===== src/rtl/mem_access_pkg.sv =====
// Shared definitions for the memory-access stage: access-type encodings,
// FSM state type, zero word and the alignment rule.
package mem_access_pkg;

    typedef enum logic [2:0] {
        OP_LB  = 3'd0,
        OP_LH  = 3'd1,
        OP_LW  = 3'd2,
        OP_LBU = 3'd3,
        OP_LHU = 3'd4,
        OP_SB  = 3'd5,
        OP_SH  = 3'd6,
        OP_SW  = 3'd7
    } mem_op_e;

    typedef enum logic [1:0] {
        IDLE = 2'd0,
        BUS  = 2'd1,
        DONE = 2'd2
    } state_e;

    localparam logic [31:0] ZERO_WORD = '0;

    // Word accesses need addr[1:0]==0, halfword accesses need addr[0]==0.
    function automatic logic misaligned(input logic [2:0] op, input logic [1:0] lane);
        logic bad;
        bad = 1'b0;
        case (op)
            OP_LW, OP_SW:         bad = (lane != 2'b00);
            OP_LH, OP_LHU, OP_SH: bad = lane[0];
            default:              bad = 1'b0;
        endcase
        return bad;
    endfunction

endpackage


===== src/rtl/mem_access_load_extend.sv =====
// Load lane selection and sign/zero extension of a captured bus word.
module load_extend
    import mem_access_pkg::*;
(
    input  logic [31:0] data,
    input  logic [1:0]  addr,
    input  logic [2:0]  mem_op,
    output logic [31:0] result
);

    logic [7:0]  byte_lane;
    logic [15:0] half_lane;

    // Pick the addressed byte/halfword (little-endian) and extend it.
    always_comb begin
        byte_lane = data[7:0];
        case (addr)
            2'd0: byte_lane = data[7:0];
            2'd1: byte_lane = data[15:8];
            2'd2: byte_lane = data[23:16];
            2'd3: byte_lane = data[31:24];
            default: byte_lane = data[7:0];
        endcase
        half_lane = addr[1] ? data[31:16] : data[15:0];
        case (mem_op)
            OP_LB:   result = {{24{byte_lane[7]}}, byte_lane};
            OP_LBU:  result = {24'd0, byte_lane};
            OP_LH:   result = {{16{half_lane[15]}}, half_lane};
            OP_LHU:  result = {16'd0, half_lane};
            default: result = data;
        endcase
    end

endmodule


===== src/rtl/mem_access.sv =====
// MEM stage: issues one registered data-bus transaction per aligned load or
// store, stalls the pipeline while it is outstanding, times out a silent bus
// and formats load data for write-back.
module mem_access
    import mem_access_pkg::*;
#(
    parameter int BUS_TIMEOUT = 255
) (
    input  logic        clk,
    input  logic        rst,
    input  logic        MemRead_i,
    input  logic        MemWrite_i,
    input  logic [2:0]  MemOp_i,
    input  logic [31:0] MemAddr_i,
    input  logic [31:0] StoreData_i,
    input  logic [31:0] ALUResult_i,
    input  logic [4:0]  WriteRegDst_i,
    input  logic        RegWrite_i,
    input  logic        PipeStall_i,
    output logic        bus_req_o,
    output logic        bus_we_o,
    output logic [31:0] bus_addr_o,
    output logic [31:0] bus_wdata_o,
    output logic [3:0]  bus_sel_o,
    input  logic        bus_ack_i,
    input  logic [31:0] bus_rdata_i,
    output logic [31:0] WriteRegData_o,
    output logic [4:0]  WriteRegDst_o,
    output logic        RegWrite_o,
    output logic        StallReq_o,
    output logic        AddrErr_o,
    output logic        BusErr_o
);

    localparam logic [15:0] TIMEOUT_LAST = 16'(BUS_TIMEOUT - 1);

    state_e      state;
    logic [31:0] rdata_q;
    logic [15:0] cnt;
    logic        err_q;
    logic        write_q;
    logic [2:0]  op_q;
    logic [1:0]  lane_q;

    logic        mem_op;
    logic        bad_align;
    logic [3:0]  sel_next;
    logic [31:0] wdata_next;
    logic [31:0] load_data;

    assign mem_op    = MemRead_i | MemWrite_i;
    assign bad_align = misaligned(MemOp_i, MemAddr_i[1:0]);

    // Byte-lane enables and replicated store data for the request being issued.
    always_comb begin
        sel_next   = 4'b1111;
        wdata_next = StoreData_i;
        case (MemOp_i)
            OP_SH: begin
                sel_next   = 4'b0011 << MemAddr_i[1:0];
                wdata_next = {2{StoreData_i[15:0]}};
            end
            OP_SB: begin
                sel_next   = 4'b0001 << MemAddr_i[1:0];
                wdata_next = {4{StoreData_i[7:0]}};
            end
            default: begin
                sel_next   = 4'b1111;
                wdata_next = StoreData_i;
            end
        endcase
    end

    // Access type and lane are latched at issue so DONE does not depend on
    // the upstream register still holding the instruction.
    load_extend u_load_extend (
        .data   (rdata_q),
        .addr   (lane_q),
        .mem_op (op_q),
        .result (load_data)
    );

    // Transaction FSM with registered bus request, capture and timeout.
    always_ff @(posedge clk or posedge rst) begin
        if (rst) begin
            state       <= IDLE;
            bus_req_o   <= 1'b0;
            bus_we_o    <= 1'b0;
            bus_addr_o  <= ZERO_WORD;
            bus_wdata_o <= ZERO_WORD;
            bus_sel_o   <= '0;
            rdata_q     <= ZERO_WORD;
            cnt         <= '0;
            BusErr_o    <= 1'b0;
            err_q       <= 1'b0;
            write_q     <= 1'b0;
            op_q        <= '0;
            lane_q      <= '0;
        end else begin
            BusErr_o <= 1'b0;
            case (state)
                IDLE: begin
                    if (mem_op && !bad_align) begin
                        state       <= BUS;
                        bus_req_o   <= 1'b1;
                        bus_we_o    <= MemWrite_i;
                        bus_addr_o  <= {MemAddr_i[31:2], 2'b00};
                        bus_sel_o   <= sel_next;
                        bus_wdata_o <= wdata_next;
                        cnt         <= '0;
                        err_q       <= 1'b0;
                        write_q     <= MemWrite_i;
                        op_q        <= MemOp_i;
                        lane_q      <= MemAddr_i[1:0];
                    end
                end
                BUS: begin
                    if (bus_ack_i) begin
                        rdata_q   <= bus_rdata_i;
                        bus_req_o <= 1'b0;
                        state     <= DONE;
                    end else if (cnt == TIMEOUT_LAST) begin
                        rdata_q   <= ZERO_WORD;
                        bus_req_o <= 1'b0;
                        BusErr_o  <= 1'b1;
                        err_q     <= 1'b1;
                        state     <= DONE;
                    end else begin
                        cnt <= cnt + 16'd1;
                    end
                end
                DONE: begin
                    if (!PipeStall_i) state <= IDLE;
                end
                default: state <= IDLE;
            endcase
        end
    end

    // Write-back selection, stall request and misalignment flag.
    always_comb begin
        WriteRegDst_o  = WriteRegDst_i;
        WriteRegData_o = ALUResult_i;
        RegWrite_o     = RegWrite_i;
        StallReq_o     = 1'b0;
        AddrErr_o      = 1'b0;
        case (state)
            IDLE: begin
                if (mem_op) begin
                    RegWrite_o = 1'b0;
                    if (bad_align) AddrErr_o  = 1'b1;
                    else           StallReq_o = 1'b1;
                end
            end
            BUS: begin
                RegWrite_o = 1'b0;
                StallReq_o = 1'b1;
            end
            DONE: begin
                if (write_q) begin
                    RegWrite_o = 1'b0;
                end else begin
                    WriteRegData_o = load_data;
                    RegWrite_o     = RegWrite_i & ~err_q;
                end
            end
            default: begin
                RegWrite_o = 1'b0;
            end
        endcase
    end

endmodule

===== config.mk =====
export PLATFORM = sky130hd
export DESIGN_NAME = mem_access
export DESIGN_NICKNAME = d
export VERILOG_FILES = /design/src/rtl/mem_access_pkg.sv /design/src/rtl/mem_access_load_extend.sv /design/src/rtl/mem_access.sv
export SDC_FILE = /design/constraint.sdc
export NUM_CORES = 1
export LEC_CHECK = 0
export BUFFER_PORTS_ARGS = -buffer_cell sky130_fd_sc_hd__buf_2
export CAP_MARGIN = 40
export CORE_MARGIN = 4
export CORE_UTILIZATION = 30
export DETAILED_ROUTE_END_ITERATION = 10
export SYNTH_ARGS = -nofsm -noshare
export SYNTH_HDL_FRONTEND = slang
export SYNTH_SLANG_ARGS = --single-unit

===== constraint.sdc =====
create_clock -name clk -period 6.4 [get_ports clk]
set_input_delay 0.96 -clock clk [delete_from_list [all_inputs] [get_ports clk]]
set_output_delay 0.96 -clock clk [all_outputs]
set_load 0.01 [all_outputs]

[Word-level counts from Yosys, hierarchy flattened]
Cells that the tools add are included.
Storage, ports and cells
  bits in registers: 125
  input bits: 143
Operators by class
  $add $sub $neg: 1
  equality and inequality tests: 21
  shifts and indexed selects: 2
  mux-type cells: 39
  bitwise logic cells: 3
  reduce and logical (&&, ||, !) cells: 16
Operators by type and width (number)
  $mux 32: 4
  $pmux 32 s4: 1
  $mux 16: 4
  $pmux 32 s2: 1
  $pmux 16 s2: 1
  $pmux 8 s4: 1
  $add 16x1->16 const B: 1
  $eq 16x8->1 const B: 1
  $mux 1: 16
  $eq 3x3->1 const B: 5
  $ne 2x2->1 const B: 5
  $pmux 1 s2: 5
  $mux 2: 4
  $pmux 4 s2: 1
  $reduce_and 4->1: 2
  $eq 2x2->1 const B: 3
  $eq 3x1->1 const B: 2
  $eq 3x2->1 const B: 2
  $pmux 2 s3: 1
  $reduce_and 3->1: 2
  $reduce_bool 2->1: 3
  $eq 2x1->1 const B: 2
  $logic_not 2->1: 2
  $reduce_and 2->1: 2
  other kinds (11): 11

[Depth between registers and ports, before layout]
  word-level depth: 7
  gate-level depth with buffers: 8
  mapped depth without buffers: 6

[Cells and area by module]
A second synthesis with hierarchy kept.
Second synthesis, totals
  cell total of the unflattened synthesis: 710
  area, all modules: 7088.0 um^2
Modules (own cells, without submodules)
  mem_access: times used 1, cells each 490, area an instance 5749.3 um^2
  load_extend: times used 1, cells each 220, area an instance 1338.8 um^2

[Least setup slack after synthesis]
OpenSTA, ideal clock, no wires.
  path type: input to output
  start: input MemOp_i[1]
  end: output StallReq_o
  arrival time: 2.220 ns
  data required time: 5.440 ns
  setup slack: 3.220 ns
  stages on the path: 7
  buffers on the path: 3
  path through: buf_2 -> nor2b_1 -> o21a_1 -> o31a_1 -> buf_2 -> buf_4 -> or2_1
Between the ends
  word-level cells in the longest chain between the ends: 6
  elaborated cells on any way between the ends: 11
RTL lines
  start: declaration: RTL line mem_access.sv:13  | input logic [2:0] MemOp_i,
  $eq 3x3->1, or another cell as far along: RTL line mem_access_pkg.sv:28  | case (op)
  $reduce_or 3->1 or $reduce_or 2->1 (tied branches): RTL line mem_access_pkg.sv:28
  $pmux 1 s2 *: RTL line mem_access_pkg.sv:28
  $mux 1 *: RTL line mem_access.sv:151  | if (bad_align) AddrErr_o = 1'b1;
  $mux 1 *: RTL line mem_access.sv:149  | if (mem_op) begin
  $pmux 1 s2 *: RTL line mem_access.sv:147  | case (state)
  end: declaration: RTL line mem_access.sv:30  | output logic StallReq_o,
Mark *: on every way between the ends. The rest lies on a longest branch, timed or not.

[Final worst setup path]
  start: register lane_q[1]
  end: output WriteRegData_o[26]
Between the ends
  word-level cells in the longest chain between the ends: 5
  elaborated cells on any way between the ends: 9
RTL lines
  start: declaration: RTL line mem_access.sv:43  | logic [1:0] lane_q;
  start signal: assignment: RTL line mem_access.sv:114  | lane_q <= MemAddr_i[1:0];
  $eq 2x2->1, or another cell as far along: RTL line mem_access_load_extend.sv:17  | case (addr)
  $pmux 8 s4: RTL line mem_access_load_extend.sv:17
  $pmux 32 s4 *: RTL line mem_access_load_extend.sv:25  | case (mem_op)
  $mux 32 *: RTL line mem_access.sv:160  | if (write_q) begin
  $mux 32 *: RTL line mem_access.sv:147
  end: declaration: RTL line mem_access.sv:27  | output logic [31:0] WriteRegData_o,
Marked as above.

==> reports/qor.yml <==
run_status:
  run_status: "finished, final reports clean"
global_routing:
  antenna_found_initial: 2
  overflow: 0
  grt_pass1_vias: 5776
  grt_usage: 0.169
  grt_max_degree: 55
  grt_pass1_wl_mm: 32.3
worst_setup_path:
  r2r-end: "write_q"
  cpMaxStageDelayCell: "dfrtp_1"
  crit_chain: "mux4_2, mux2i_1, o31a_1, a21oi_1, buf_2"
  regToRegSetupSlack_ns: 3.82
  path_class: "flop to output pin"
  slowest_delay_ns: 0.72
  cp-start-kind: "flop"
  crit_path_end_kind: "output pin"
  required_ns: 5.44
  path_max_fanout: 16
  arrival_ns: 2.79
  r2r_cells: 4
  r2r_start: "state[1]"
worst_hold_path:
  holdPathEnd: "bus_req_o"
  hold_depth: 1
  min_from: "bus_req_o"
  holdCritPathClass: "flop to flop"
floorplan:
  die_area_sq_um: 24200
  die_y_um: 156
  io_pins: 254
  die_w_um: 156
  rows: 53
  start_util: 0.308
  core_sq_um: 21200
timing:
  finalCritPeriodShare: 0.587
  fin_tns_setup_ns: 0
  finalCriticalPeriod_ns: 3.75
  holdWs_ns: 0.475
  max_freq_ghz: 0.266
  finalSetupViolCount: 0
  hold_viol: 0
  relSlewSlack: 0.444
  worst_slew_pin_slew_ns: 0.831
  fin_skew_ns: 0.0153
  slew_violations: 0
  rsz0062_at_grt: "false"
job:
  cap_violations: 0
clocking:
  cts_resized: 0
  cts_tree: "built"
  cts_buffers: 17
  clk_latency_ns: 0.43
  cts_setup_buffers: 0
  ctsHoldBuffers: 0
  clkSlewWorstSetupHoldPaths_ns: 0.07
  cts_sinks: 125
  cts.path.max_buffers: 2
  h-tree-depth: 4
  clock-root-buffer: "clkbuf_16"
yosys:
  synthFlopType: "dfrtp_1"
  yosys_warnings: 0
  yosysMostFrequentCell: "dfrtp_1"
  async_flop_share: 1.00
  yosys-top-cells-area: "dfrtp_1 48%, mux2_1 10%, mux2_2 6.4%, a22o_1 4.3%, a21oi_1 2.9%"
  yosys.area.top_type_share: 0.479
  yosys.area.top_type: "dfrtp_1"
  yosysUniqueCellTypes: 61
  seq_area_frac_synth: 0.479
  synth-edff-count: 0
  synthTopCellsByCount: "125 x dfrtp_1, 60 x mux2_1, 45 x nor2_1"
  syn-cell-area_sq_um: 6530
  synth_cells: 600
  ys_ff_latch: 125
  avgSynthCellArea_sq_um: 10.9
route:
  routed_wl_mm: 20.5
  routedLengthMet1_mm: 8.68
  drc: 0
  highest_layer: "met5"
  wl_met2_mm: 9.43
  first_pass_iters: 4
  vias: 5660
  vias_per_cell: 5.09
  route.detailed.wl_per_inst_um: 18.4
  wl_met3_mm: 2.09
  drt_iter0_drc: 388
  drtAntennaViolNets: 0
cells_and_area:
  instances_no_fill: 1113
  final_nets: 968
  syn2layout_area_growth_pct: 31.2
  drive_gt1_frac: 0.406
placed_design:
  place_congestion: 0.812
  dp_hpwl_mm: 15.3
  dp.cells: 1079
  portBuffers: 241
power_and_ir_drop:
  power_density_nw_per_um2: 463
  irDropWorstVdd_uv: 210
  leakage_nw: 3.95
critical path, delay by kind of cell, from the launching register on:
kind,cells,cell delay [ns]
flip-flops,1,0.72
multiplexers,2,0.75
buffers and inverters,1,0.18
AO/OA/AOI/OAI,2,0.73
cells in the final DEF, fill, tap and decap left out, types with 3 or more instances in the layout:
cell type,n
or3_1,10
inv_8,5
a311o_1,8
nor2b_1,4
a211o_1,3
o21ai_0,20
nand4_1,4
inv_6,3
o21bai_1,3
and2_1,4
buf_2,241
a21oi_2,3
o22ai_1,15
nand2_1,37
a21oi_1,38
or4_1,4
mux2_2,37
nand2b_1,5
a21o_1,3
nor2_1,45
clkbuf_16,17
o221ai_1,8
nor3_1,4
dfrtp_1,125
o21ai_1,5
nand3_1,6
o31ai_1,4
o21ai_2,7
clkinv_8,4
buf_4,5
mux2_1,60
inv_1,19
a22o_1,32
mux2i_1,6
cells by family after synthesis:
logic type	Yosys count	synth area share
and+or+nand+nor	136	0.104
other	1	0.000574
AOI/OAI and AO/OA	162	0.178
adders and majority gates	2	0.00383
buffers and inverters	66	0.0491
xor gates and xnor gates	4	0.00537
muxes	104	0.180
DFF	125	0.479
sequential cells by signal (all words and copies together), names as in the netlist:
register,cells
BusErr_o,1
bus_addr_o,30
bus_req_o,1
bus_sel_o,4
bus_wdata_o,32
cnt,16
err_q,1
lane_q,2
op_q,3
rdata_q,32
state,2
write_q,1
power by group:
group	internal (W)	leakage (nW)	switching, W
Clock	0.000566	0.303	0.000446
Sequential	0.00113	1.52	0.000278
Combinational	0.000721	2.13	0.000824
Total	0.00242	3.95	0.00155
per-stage QoR:
step	setup WS [ns]	utilization	power (W)	cell area, sq um
after floorplan	2.11	-	0.00236	6530
after global placement	2.46	0.371	0.00295	7880
after detailed placement	2.70	0.374	0.00299	7940
after CTS	2.60	0.403	0.00403	8560
after global routing	2.42	0.403	0.00425	8560
final	2.65	0.404	0.00397	8570
worst max-delay path by stage:
| stage | start | to | slack [ns] | cells after the start |
|---|---|---|---|---|
| 2_1_floorplan | rst | BusErr_o | 2.11 | 1 |
| 3_3_place_gp | MemOp_i[2] | bus_wdata_o[22] | 2.46 | 6 |
| 3_5_place_dp | MemOp_i[1] | StallReq_o | 2.70 | 7 |
| 4_1_cts | lane_q[1] | WriteRegData_o[26] | 2.60 | 5 |
| 5_1_grt | lane_q[1] | WriteRegData_o[26] | 2.42 | 5 |
| 6_report | lane_q[1] | WriteRegData_o[26] | 2.65 | 5 |
routing by layer:
layer / track usage / vias to the layer above
li1: - / 2664
met1: 0.218 / 2715
met2: 0.272 / 254
met3: 0.0612 / 23
met4: 0.0446 / 4
met5: 0 / -
cell type report:
class / count / area (sq um)
Timing Repair Buffer: 249 / 1300
Sequential cell: 125 / 3130
Multi-Input combinational cell: 410 / 3090
Fill cell: 2143 / 12700
Antenna cell: 2 / 5.00
Inverter: 20 / 77.6
Clock inverter: 15 / 195
Clock buffer: 17 / 425
Tap cell: 275 / 344
(Power assumes the default switching activity.)
